## config.mk

```make
export PLATFORM = sky130hd
export DESIGN_NAME = aes_host_loader
export DESIGN_NICKNAME = d
export VERILOG_FILES = /design/src/rtl/aes_host_loader.sv
export SDC_FILE = /design/constraint.sdc
export NUM_CORES = 1
export LEC_CHECK = 0
export BUFFER_PORTS_ARGS = -buffer_cell sky130_fd_sc_hd__buf_2
export CORE_UTILIZATION = 40
export CTS_CLUSTER_SIZE = 16
export DETAILED_ROUTE_END_ITERATION = 6
export PLACE_DENSITY = 0.61
export SLEW_MARGIN = 25
export SYNTH_ARGS = -nofsm -noshare
export SYNTH_HDL_FRONTEND = slang
export SYNTH_SLANG_ARGS = --single-unit
```

## constraint.sdc

```tcl
create_clock -name clk -period 2.9 [get_ports clk]
set_input_delay 0.29 -clock clk [delete_from_list [all_inputs] [get_ports clk]]
set_output_delay 0.29 -clock clk [all_outputs]
set_load 0.005 [all_outputs]
```

## src/rtl/aes_host_loader.sv

```systemverilog
// Host-side loader for the AES-128 core: byte-wide key/plaintext staging,
// one-shot load, busy handshake with timeout, and ciphertext capture.
module aes_host_loader #(
  parameter int TIMEOUT = 64
) (
  input  logic         clk,
  input  logic         rst,
  input  logic         wr_en_i,
  input  logic [5:0]   wr_addr_i,
  input  logic [7:0]   wr_data_i,
  input  logic [5:0]   rd_addr_i,
  output logic [7:0]   rd_data_o,
  input  logic         go_i,
  output logic [127:0] key_o,
  output logic [127:0] text_o,
  output logic         load_o,
  input  logic         busy_i,
  input  logic [127:0] ct_i,
  output logic         active_o,
  output logic         done_o,
  output logic         timeout_o
);

  // state   | meaning
  // IDLE    | accepting host writes and go_i
  // LOAD    | load_o pulse, inputs frozen
  // WAIT_HI | waiting for core to raise busy_i
  // WAIT_LO | waiting for busy_i to fall, then capture ct_i
  typedef enum logic [1:0] {IDLE, LOAD, WAIT_HI, WAIT_LO} state_t;

  localparam int CW = $clog2(TIMEOUT);
  localparam logic [CW-1:0] CNT_LAST = CW'(TIMEOUT - 1);

  state_t          state_q, state_d;
  logic [CW-1:0]   cnt_q;
  logic [127:0]    key_q, text_q, ct_q;
  logic            go_acc, capture, abort, wr_acc;

  always_ff @(posedge clk) begin
    if (rst) state_q <= IDLE;
    else     state_q <= state_d;
  end

  always_comb begin
    state_d = state_q;
    go_acc  = 1'b0;
    capture = 1'b0;
    abort   = 1'b0;
    unique case (state_q)
      IDLE: begin
        if (go_i) begin
          go_acc  = 1'b1;
          state_d = LOAD;
        end
      end
      LOAD: state_d = WAIT_HI;
      WAIT_HI: begin
        if (busy_i) begin
          state_d = WAIT_LO;
        end else if (cnt_q == CNT_LAST) begin
          abort   = 1'b1;
          state_d = IDLE;
        end
      end
      WAIT_LO: begin
        // a falling busy_i in the last counted cycle still counts as success
        if (!busy_i) begin
          capture = 1'b1;
          state_d = IDLE;
        end else if (cnt_q == CNT_LAST) begin
          abort   = 1'b1;
          state_d = IDLE;
        end
      end
      default: state_d = IDLE;
    endcase
  end

  assign wr_acc   = wr_en_i && (state_q == IDLE) && !wr_addr_i[5];
  assign load_o   = (state_q == LOAD);
  assign active_o = (state_q != IDLE);
  assign key_o    = key_q;
  assign text_o   = text_q;

  always_ff @(posedge clk) begin
    if (rst) begin
      cnt_q     <= '0;
      key_q     <= '0;
      text_q    <= '0;
      ct_q      <= '0;
      rd_data_o <= '0;
      done_o    <= 1'b0;
      timeout_o <= 1'b0;
    end else begin
      done_o <= capture;

      if (go_acc)     timeout_o <= 1'b0;
      else if (abort) timeout_o <= 1'b1;

      if (state_q == LOAD)
        cnt_q <= '0;
      else if (state_q == WAIT_HI || state_q == WAIT_LO)
        cnt_q <= cnt_q + CW'(1);

      if (capture) ct_q <= ct_i;

      // big-endian: byte offset 0 is bits [127:120], so bit base = 8*(15-offset)
      if (wr_acc) begin
        if (!wr_addr_i[4]) key_q[{~wr_addr_i[3:0], 3'b000} +: 8]  <= wr_data_i;
        else               text_q[{~wr_addr_i[3:0], 3'b000} +: 8] <= wr_data_i;
      end

      unique case (rd_addr_i[5:4])
        2'd0:    rd_data_o <= key_q[{~rd_addr_i[3:0], 3'b000} +: 8];
        2'd1:    rd_data_o <= text_q[{~rd_addr_i[3:0], 3'b000} +: 8];
        2'd2:    rd_data_o <= ct_q[{~rd_addr_i[3:0], 3'b000} +: 8];
        default: rd_data_o <= 8'h00;
      endcase
    end
  end

endmodule

```

==> flow_metrics.tcl, run 1 <==
set metrics [dict create \
    yosysTopAreaCell "dfxtp_1" \
    cts_resized 0 \
    slew_violations 0 \
    synthArstFlopShare_pct 0 \
    maxCapViolations 0 \
    worstHoldPathType "primary input to flop" \
    fp.dieW_um 217 \
    initial_utilization_pct 40.6 \
    ys.flop_type "dfxtp_1" \
    synth_area_mm2 0.0184 \
    power.leakage_nw 10.2 \
    avgSynthCellArea_um2 8.75 \
    multi_input_area_mm2 0.00957 \
    fmax_mhz 426 \
    clock_latency_ps 580 \
    grt_pass1_wl_um 117000 \
    ir_worst_vdd_uv 323 \
    syn-num-nets 2267 \
    path_class "flop to flop" \
    cts_tree "done" \
    die-area_mm2 0.0470 \
    grt_start_max_net_pins 179 \
    ys_ff_latch 402 \
    clk_path_buf_depth 3 \
    setup_tns_ps 0 \
    layout_worst_path_cycle_share_pct 81.0 \
    timing.rr.start "state_q[0]" \
    synth_edf_count 0 \
    placed_area_mm2 0.0214 \
    relSlewSlack_pct 43.2 \
    yosysWarnings 0 \
    nNetsFinal 2750 \
    path_depth 6 \
    final_hold_viol_count 0 \
    holdWs_ps 3.90 \
    finalPower_mw 12.8 \
    cts_made_buffers 45 \
    cpPeakStageDelay_ps 840 \
    synth_top_area_share_pct 43.6 \
    initialDrtViolationCount 2270 \
    drc 0 \
    dp_hpwl_um 58300 \
    final_cell_mix "buf_2, dfxtp_1, nand2_1, nor2_1, a21oi_1" \
    grt_overflow_total 0 \
    cp-start-kind "flop" \
    crit_chain "nor4b_4 -> buf_4 -> nand2_2 -> or4_1 -> mux2i_1 -> nor2_1" \
    fin_crit_ps 2350 \
    cp.required_ps 3320 \
    ys_types 61 \
    num_rows 78 \
    powerDensity_mw_per_mm2 530 \
    fill_cells 4345 \
    crit_fanout 8 \
    endpoint "text_o[6]" \
    routed_wl_um 80500 \
    htree_num_levels 2 \
    slowest_stage "or4_1" \
    seq_area_mm2 0.00805 \
    startpoint "state_q[0]" \
    synth_cells 2107 \
    clk_pin_slew_worst_paths_ps 60 \
    endpoint_kind "flop" \
    pin_count 421 \
    r2r-end "text_o[6]" \
    first_pass_iters 7 \
    rsz0062_at_grt "no" \
    layout-drive-gt1-share_pct 25.3 \
    skew_ps 14.5 \
    finalInstanceArea_mm2 0.0241 \
    worstMarginPinSlew_ps 831 \
    grt_pass1_vias 17800 \
    antenna_left 0 \
    syn_to_final_growth_pct 30.8 \
    portBuffers 420 \
    rrSetupSlack_ps 550 \
    root_buffer "clkbuf_16" \
    gp_congestion 1.00 \
    core_mm2 0.0454 \
    post_drt_wl_per_cell_um 25.0 \
    clock-sinks 402 \
    setup_viol 0 \
    seq_area_frac_synth_pct 43.6 \
    critPathArrivalTime_ps 2770 \
    dr_total_vias 19000 \
    outcome "finished, final reports clean" \
    final_common_cell "buf_2" \
    dp_cells 3020 \
    routed_via_density 5.89 \
    final_cells 3220 \
    cp_top_family "simple AND/OR/NAND/NOR gates" \
    crit_buf_inv 1 \
    r2r_cells 6 \
    diodes 0 \
    die_y_um 217 \
    grt_use_total_pct 33.2 \
    synth.top_cells.by_area "dfxtp_1, mux2i_1, a21oi_1" \
    antenna_found_initial 1 \
]
==> logic make-up (layout without fill, tap and decap cells) <==
logic type / after synthesis / after routing / synth area share (%)
AND/OR/NAND/NOR: 714 / 714 / 17.9
AO/OA/AOI/OAI: 514 / 514 / 18.3
flip-flops: 402 / 402 / 43.6
multiplexers: 247 / 247 / 14.6
buffers and inverters: 218 / 731 / 4.75
adder cells (fa/ha/maj): 7 / 7 / 0.475
XOR/XNOR: 5 / 5 / 0.238
==> area by class of cell <==
| cell class | instances | area share, % |
|---|---|---|
| Tap cell | 600 | 3.11 |
| Inverter | 12 | 0.187 |
| Clock inverter | 13 | 0.534 |
| Sequential cell | 402 | 33.4 |
| Multi-Input combinational cell | 1487 | 39.7 |
| Clock buffer | 64 | 5.72 |
| Timing Repair Buffer | 642 | 17.4 |
==> tightest hold or removal path, cell delays in order <==
cell and delay (ps):
buf_2 100, nand2_1 80, a21oi_1 60
==> flip-flops by register name, indices dropped and copies added (netlist names) <==
name       cells
timeout_o      1
key_o        128
done_o         1
state_q        2
cnt_q          6
ct_q         128
rd_data_o      8
text_o       128
==> synthesized netlist by cell type, types with 6 or more instances <==
| cell | number |
|---|---|
| buf_2 | 28 |
| nor2_1 | 254 |
| o21ai_0 | 16 |
| or2_2 | 6 |
| a21oi_1 | 232 |
| mux2_2 | 18 |
| a22oi_1 | 40 |
| nor2b_1 | 7 |
| buf_1 | 24 |
| mux2i_1 | 212 |
| a221oi_1 | 70 |
| a221o_1 | 9 |
| o31ai_1 | 68 |
| nand4_1 | 69 |
| a2111oi_0 | 10 |
| clkbuf_1 | 150 |
| nand2_1 | 289 |
| and2_1 | 20 |
| nand2b_1 | 12 |
| nand3_1 | 8 |
| nor3_1 | 11 |
| a22o_1 | 13 |
| mux4_2 | 16 |
| a211oi_1 | 31 |
| nor4_4 | 9 |
| inv_1 | 9 |
| ha_1 | 7 |
| dfxtp_1 | 402 |
| o22ai_1 | 6 |
==> worst min-delay path by stage <==
stage | from | to | slack, ps | cells past startpoint
4_1_cts | ct_i[111] | ct_q[111] | 2 | 3
6_report | ct_i[70] | ct_q[70] | 4 | 3
3_5_place_dp | ct_q[37] | ct_q[37] | 450 | 2
3_3_place_gp | ct_q[33] | ct_q[33] | 440 | 2
2_1_floorplan | go_i | timeout_o | 390 | 1
5_1_grt | ct_i[111] | ct_q[111] | 1 | 3
==> power by group <==
group	internal [mW]	switching, mW
Combinational	0.472	0.850
Clock	3.47	2.40
Sequential	5.56	0.0457
==> per-layer routing <==
| layer | global-route usage, % | share of wire, % | vias to the layer above |
|---|---|---|---|
| met5 | 0 | 0 | - |
| met4 | 13.5 | 3.9 | 0 |
| met3 | 8.24 | 10 | 172 |
| met2 | 49.3 | 43 | 1052 |
| met1 | 45.7 | 42 | 9178 |
| li1 | - | - | 8568 |
==> what timing repair did <==
item / 4_1_cts / 5_1_grt
hold buffers: 123 / 0
endpoints found under the hold margin: 124 / 0
setup buffers: 0 / 0
==> per-stage QoR <==
step                      util (%)  setup slack [ps]
after detailed placement      47.1              28.1
after global routing          53.2               428
final                         53.2               552
after CTS                     53.2               589
after floorplan                  -               640
after global placement        47.1              66.5
Note: power is estimated with default switching activity, not from simulation.
==> inputs of run 2 (changes only) <==
--- a/config.mk
+++ b/config.mk
@@ -9,7 +9,7 @@
 export CORE_UTILIZATION = 40
 export CTS_CLUSTER_SIZE = 16
 export DETAILED_ROUTE_END_ITERATION = 6
-export PLACE_DENSITY = 0.61
+export PLACE_DENSITY = 0.63
 export SLEW_MARGIN = 25
 export SYNTH_ARGS = -nofsm -noshare
 export SYNTH_HDL_FRONTEND = slang
==> constraint.sdc (replaced) <==
create_clock -name clk -period 1.9 [get_ports clk]
set_input_delay 0.19 -clock clk [delete_from_list [all_inputs] [get_ports clk]]
set_output_delay 0.19 -clock clk [all_outputs]
set_load 0.005 [all_outputs]
==> flow_metrics.tcl, run 2 (synthesized netlist as in run 1, its figures left out) <==
set metrics [dict create \
    syn_to_final_growth_pct 42.9 \
    skew_ps 28.0 \
    endpoint_kind "flop" \
    root_buffer "clkbuf_16" \
    drc 0 \
    final_hold_viol_count 0 \
    violations "negative setup slack" \
    relSlewSlack_pct 43.1 \
    first_pass_iters 5 \
    pin_count 421 \
    grt_start_max_net_pins 172 \
    antenna_found_initial 0 \
    grt_pass1_vias 18700 \
    wl_met3_um 7060 \
    fill_cells 4024 \
    rsz0062_at_grt "yes" \
    die-area_mm2 0.0470 \
    slew_violations 0 \
    core_mm2 0.0454 \
    hold_path.startpoint "rst" \
    startpoint "state_q[1]" \
    clock-sinks 402 \
    gp_congestion 0.955 \
    final_cell_mix "buf_2, dfxtp_1, nand2_1, nor2_1, a21oi_1" \
    cp-start-kind "flop" \
    final_common_cell "buf_2" \
    ir_worst_vdd_uv 565 \
    finalInstanceArea_mm2 0.0264 \
    crit_fanout 8 \
    fp.dieW_um 217 \
    antenna_left 0 \
    cp.required_ps 2350 \
    worstHoldPathType "primary input to flop" \
    grt_use_total_pct 35.0 \
    grt_pass1_wl_um 123000 \
    layout-drive-gt1-share_pct 31.0 \
    critPathArrivalTime_ps 2390 \
    die_y_um 217 \
    met2WireLength_um 37600 \
    path_class "flop to flop" \
    initial_utilization_pct 40.6 \
    maxCapViolations 0 \
    post_drt_wl_per_cell_um 25.0 \
    grt_overflow_total 0 \
    setup_viol 43 \
    nNetsFinal 2929 \
    portBuffers 420 \
    fmax_mhz 514 \
    worst_slack_ps -47.0 \
    clock_latency_ps 580 \
    dr_total_vias 19900 \
    layout_worst_path_cycle_share_pct 102 \
    outcome "complete, but fails checks" \
    highest_layer "met4" \
    placed_area_mm2 0.0232 \
    initialDrtViolationCount 2233 \
    dp_cells 3191 \
    dp_hpwl_um 62600 \
    routed_via_density 5.84 \
    clk_path_buf_depth 3 \
    worstMarginPinSlew_ps 853 \
    cts_tree "done" \
    drt-met1-wl_um 37600 \
    final_cells 3405 \
    cts_made_buffers 45 \
    timing.rr.start "state_q[1]" \
    htree_num_levels 2 \
    powerDensity_mw_per_mm2 784 \
    routed_wl_um 85000 \
    num_rows 78 \
    power.leakage_nw 11.4 \
    fin_crit_ps 1950 \
    clk_pin_slew_worst_paths_ps 60 \
]
-- run 2: final timing paths --
path,to,depth (start not counted),slack [ps]
worst max-delay path,text_o[66],7,-50
worst min-delay path,text_o[91],3,110
worst max register to register,text_o[66],7,-50
worst min register to register,ct_q[46],2,460
-- run 2: cell type report --
class / instances / area, um^2 / share of cell area (%)
well taps: 600 / 751 / 2.85
multi-input cells: 1487 / 9760 / 37.0
flip-flops and latches: 402 / 8050 / 30.5
repair buffers: 821 / 6080 / 23.1
inverters: 12 / 50.0 / 0.190
diodes: 1 / 2.50 / 0.00950
clock buffers: 65 / 1400 / 5.33
clock inverters: 17 / 260 / 0.988
-- run 2: what timing repair did --
action / in CTS / in global routing
pin swaps: 8 / 10
hold buffers: 130 / 0
buffers inserted: 2 / 1
hold endpoints to repair: 130 / 0
endpoints found under the setup margin: 153 / 157
gates resized for setup: 20 / 24
-- run 2: where the power goes --
part | total [mW] | switching, mW | leakage [nW] | internal [mW]
registers | 8.55 | 0.0639 | 3.24 | 8.49
clock network | 9.71 | 3.75 | 0.811 | 5.96
logic | 2.40 | 1.40 | 7.33 | 1.00
total | 20.7 | 5.21 | 11.4 | 15.4
-- run 2: worst max-delay path: stages, from the launching register on --
cell     delay (ps)
dfxtp_2         330
nor4b_4         330
buf_12          180
and2_2          270
and3_1          260
buf_12          160
mux2i_1         200
nor2_1           60
-- run 2: per-layer routing --
metal / up-vias / global-route usage [%]
met5: - / 0
met2: 1070 / 53.6
met3: 159 / 5.66
li1: 8931 / -
met1: 9718 / 49.6
met4: 0 / 12.1
-- run 2: through the flow --
stage	power, mW	hold slack [ps]	util, %	worst slack [ps]	TNS, ps
4_1_cts	20.7	97.7	57.8	-64.3	-584
3_5_place_dp	10.8	410	51.1	-623	-19150
5_1_grt	21.2	119	58.1	-107	-5590
3_3_place_gp	10.8	390	51.1	-615	-20430
6_report	20.7	111	58.1	-47.0	-810
2_1_floorplan	9.73	287	-	-61.6	-551
==> inputs of run 3 (changes only) <==
--- a/config.mk
+++ b/config.mk
@@ -6,10 +6,11 @@
 export NUM_CORES = 1
 export LEC_CHECK = 0
 export BUFFER_PORTS_ARGS = -buffer_cell sky130_fd_sc_hd__buf_2
-export CORE_UTILIZATION = 40
+export CAP_MARGIN = 20
+export CORE_UTILIZATION = 49
 export CTS_CLUSTER_SIZE = 16
 export DETAILED_ROUTE_END_ITERATION = 6
-export PLACE_DENSITY = 0.63
+export PLACE_DENSITY = 0.75
 export SLEW_MARGIN = 25
 export SYNTH_ARGS = -nofsm -noshare
 export SYNTH_HDL_FRONTEND = slang
==> flow_metrics.tcl, run 3 (synthesized netlist as in run 1, its figures left out) <==
set metrics [dict create \
    routed_via_density 6.21 \
    worstHoldPathType "primary input to flop" \
    clock_latency_ps 590 \
    cts_tree "done" \
    cp-start-kind "flop" \
    final_hold_viol_count 0 \
    worst_slack_ps -69.1 \
    path_class "flop to flop" \
    fp.dieW_um 196 \
    layout_worst_path_cycle_share_pct 104 \
    htree_num_levels 2 \
    rsz0062_at_grt "yes" \
    root_buffer "clkbuf_16" \
    grt_pass1_wl_um 122000 \
    grt_use_total_pct 42.7 \
    endpoint_kind "flop" \
    ir_worst_vdd_uv 745 \
    fmax_mhz 508 \
    cp.required_ps 2350 \
    first_pass_iters 7 \
    nNetsFinal 2907 \
    relSlewSlack_pct 49.7 \
    finalPower_mw 20.2 \
    violations "design-rule violations, negative setup slack" \
    fin_crit_ps 1970 \
    clk_pin_slew_worst_paths_ps 60 \
    switchingPower_mw 5.08 \
    seq_area_mm2 0.00805 \
    clockPowerShare_pct 45.8 \
    gp_congestion 1.01 \
    post_drt_wl_per_cell_um 26.1 \
    antenna_left 0 \
    antenna_found_initial 4 \
    switching_share_pct 25.2 \
    drc 1 \
    clock-sinks 402 \
    powerDensity_mw_per_mm2 783 \
    initial_utilization_pct 50.1 \
    grt_overflow_total 0 \
    core_mm2 0.0368 \
    syn_to_final_growth_pct 39.9 \
    multi_input_area_mm2 0.00971 \
    clk_path_buf_depth 3 \
    grt_pass1_vias 18900 \
    die_y_um 196 \
    final_cell_mix "buf_2, dfxtp_1, nand2_1, nor2_1, a21oi_1" \
    outcome "complete, but fails checks" \
    internal-power_mw 15.1 \
    dr_total_vias 20200 \
    combPwrFrac_pct 11.8 \
    die-area_mm2 0.0384 \
    num_rows 70 \
    final_common_cell "buf_2" \
    layout-drive-gt1-share_pct 30.0 \
    critPathArrivalTime_ps 2420 \
    final_util_pct 70.1 \
    routed_wl_um 84800 \
    worstMarginPinSlew_ps 750 \
    fill_cells 2809 \
    pin_count 421 \
    skew_ps 29.1 \
    initialDrtViolationCount 2508 \
    power.leakage_nw 11.2 \
    portBuffers 420 \
    slew_violations 0 \
    dp_hpwl_um 60400 \
    setup_viol 37 \
    cts_made_buffers 43 \
    maxCapViolations 0 \
    grt_start_max_net_pins 132 \
    crit_fanout 8 \
    p_seq_share_pct 42.4 \
]
run 3: changes by cell type in the layout (fill, tap and decap cells not counted), moves of 3 or more:
cell	before	now
buf_12	48	42
buf_4	219	202
buf_6	3	7
bufinv_16	6	9
clkbuf_1	2	6
clkbuf_16	47	43
clkbuf_8	16	6
mux2i_1	209	202
mux2i_2	2	10
o31ai_1	57	65
o31ai_2	11	3
run 3: per-layer routing:
| layer | vias to the layer above | track usage, % | part of all wire [%] |
|---|---|---|---|
| met5 | - | 0 | 0.014 |
| met2 | 1394 | 65.4 | 44 |
| met1 | 9686 | 58.9 | 41 |
| met3 | 206 | 8.37 | 11 |
| met4 | 2 | 17.5 | 4.1 |
| li1 | 8882 | - | - |
run 3: critical path: stages (launching register included):
cell and delay, ps:
dfxtp_4 360, nor4b_4 260, buf_6 180, nand2_4 70, buf_8 150, nor4_4 320, buf_12 190, mux2i_2 240
nor2_1 60
run 3: power by group through the flow:
stage / registers [mW] / clock network, mW / logic, mW
floorplan: 8.70 / 0 / 1.03
global placement: 8.74 / 0 / 2.04
detailed placement: 8.74 / 0 / 2.06
CTS: 8.55 / 9.27 / 2.28
global route: 8.55 / 9.61 / 2.48
finish: 8.55 / 9.25 / 2.38
run 3: final timing paths:
path	from	slack, ps	endpoint	cells past startpoint
setup / recovery	state_q[1]	-70	text_o[113]	8
hold / removal	wr_data_i[5]	90	text_o[21]	3
setup reg to reg	state_q[1]	-70	text_o[113]	8
hold reg to reg	ct_q[106]	460	ct_q[106]	2
run 3: cell type report:
| class | count | area share (%) |
|---|---|---|
| Tap cell | 468 | 2.27 |
| Timing Repair Buffer | 801 | 22.7 |
| Clock buffer | 55 | 4.58 |
| Antenna cell | 3 | 0.0291 |
| Multi-Input combinational cell | 1487 | 37.6 |
| Clock inverter | 21 | 1.37 |
| Sequential cell | 402 | 31.2 |
| Inverter | 12 | 0.194 |
run 3: what timing repair did:
item | 4_1_cts | 5_1_grt
hold buffers | 130 | 0
setup buffers | 0 | 2
cloned | 0 | 0
pin swaps | 4 | 5
hold endpoints to repair | 130 | 0
gates resized for setup | 12 | 23
setup endpoints to repair | 104 | 178
run 3: stage by stage:
stage	cell area (um^2)	setup TNS [ps]	std cells	setup WS [ps]	hold WS, ps
6_report	25800	-1050	3249	-69.1	91.2
5_1_grt	25800	-9660	3246	-135	70.5
4_1_cts	25700	-691	3246	-47.1	39.2
3_5_place_dp	22800	-17680	3040	-491	404
3_3_place_gp	22800	-12220	3040	-434	391
2_1_floorplan	18500	-551	2107	-61.6	287
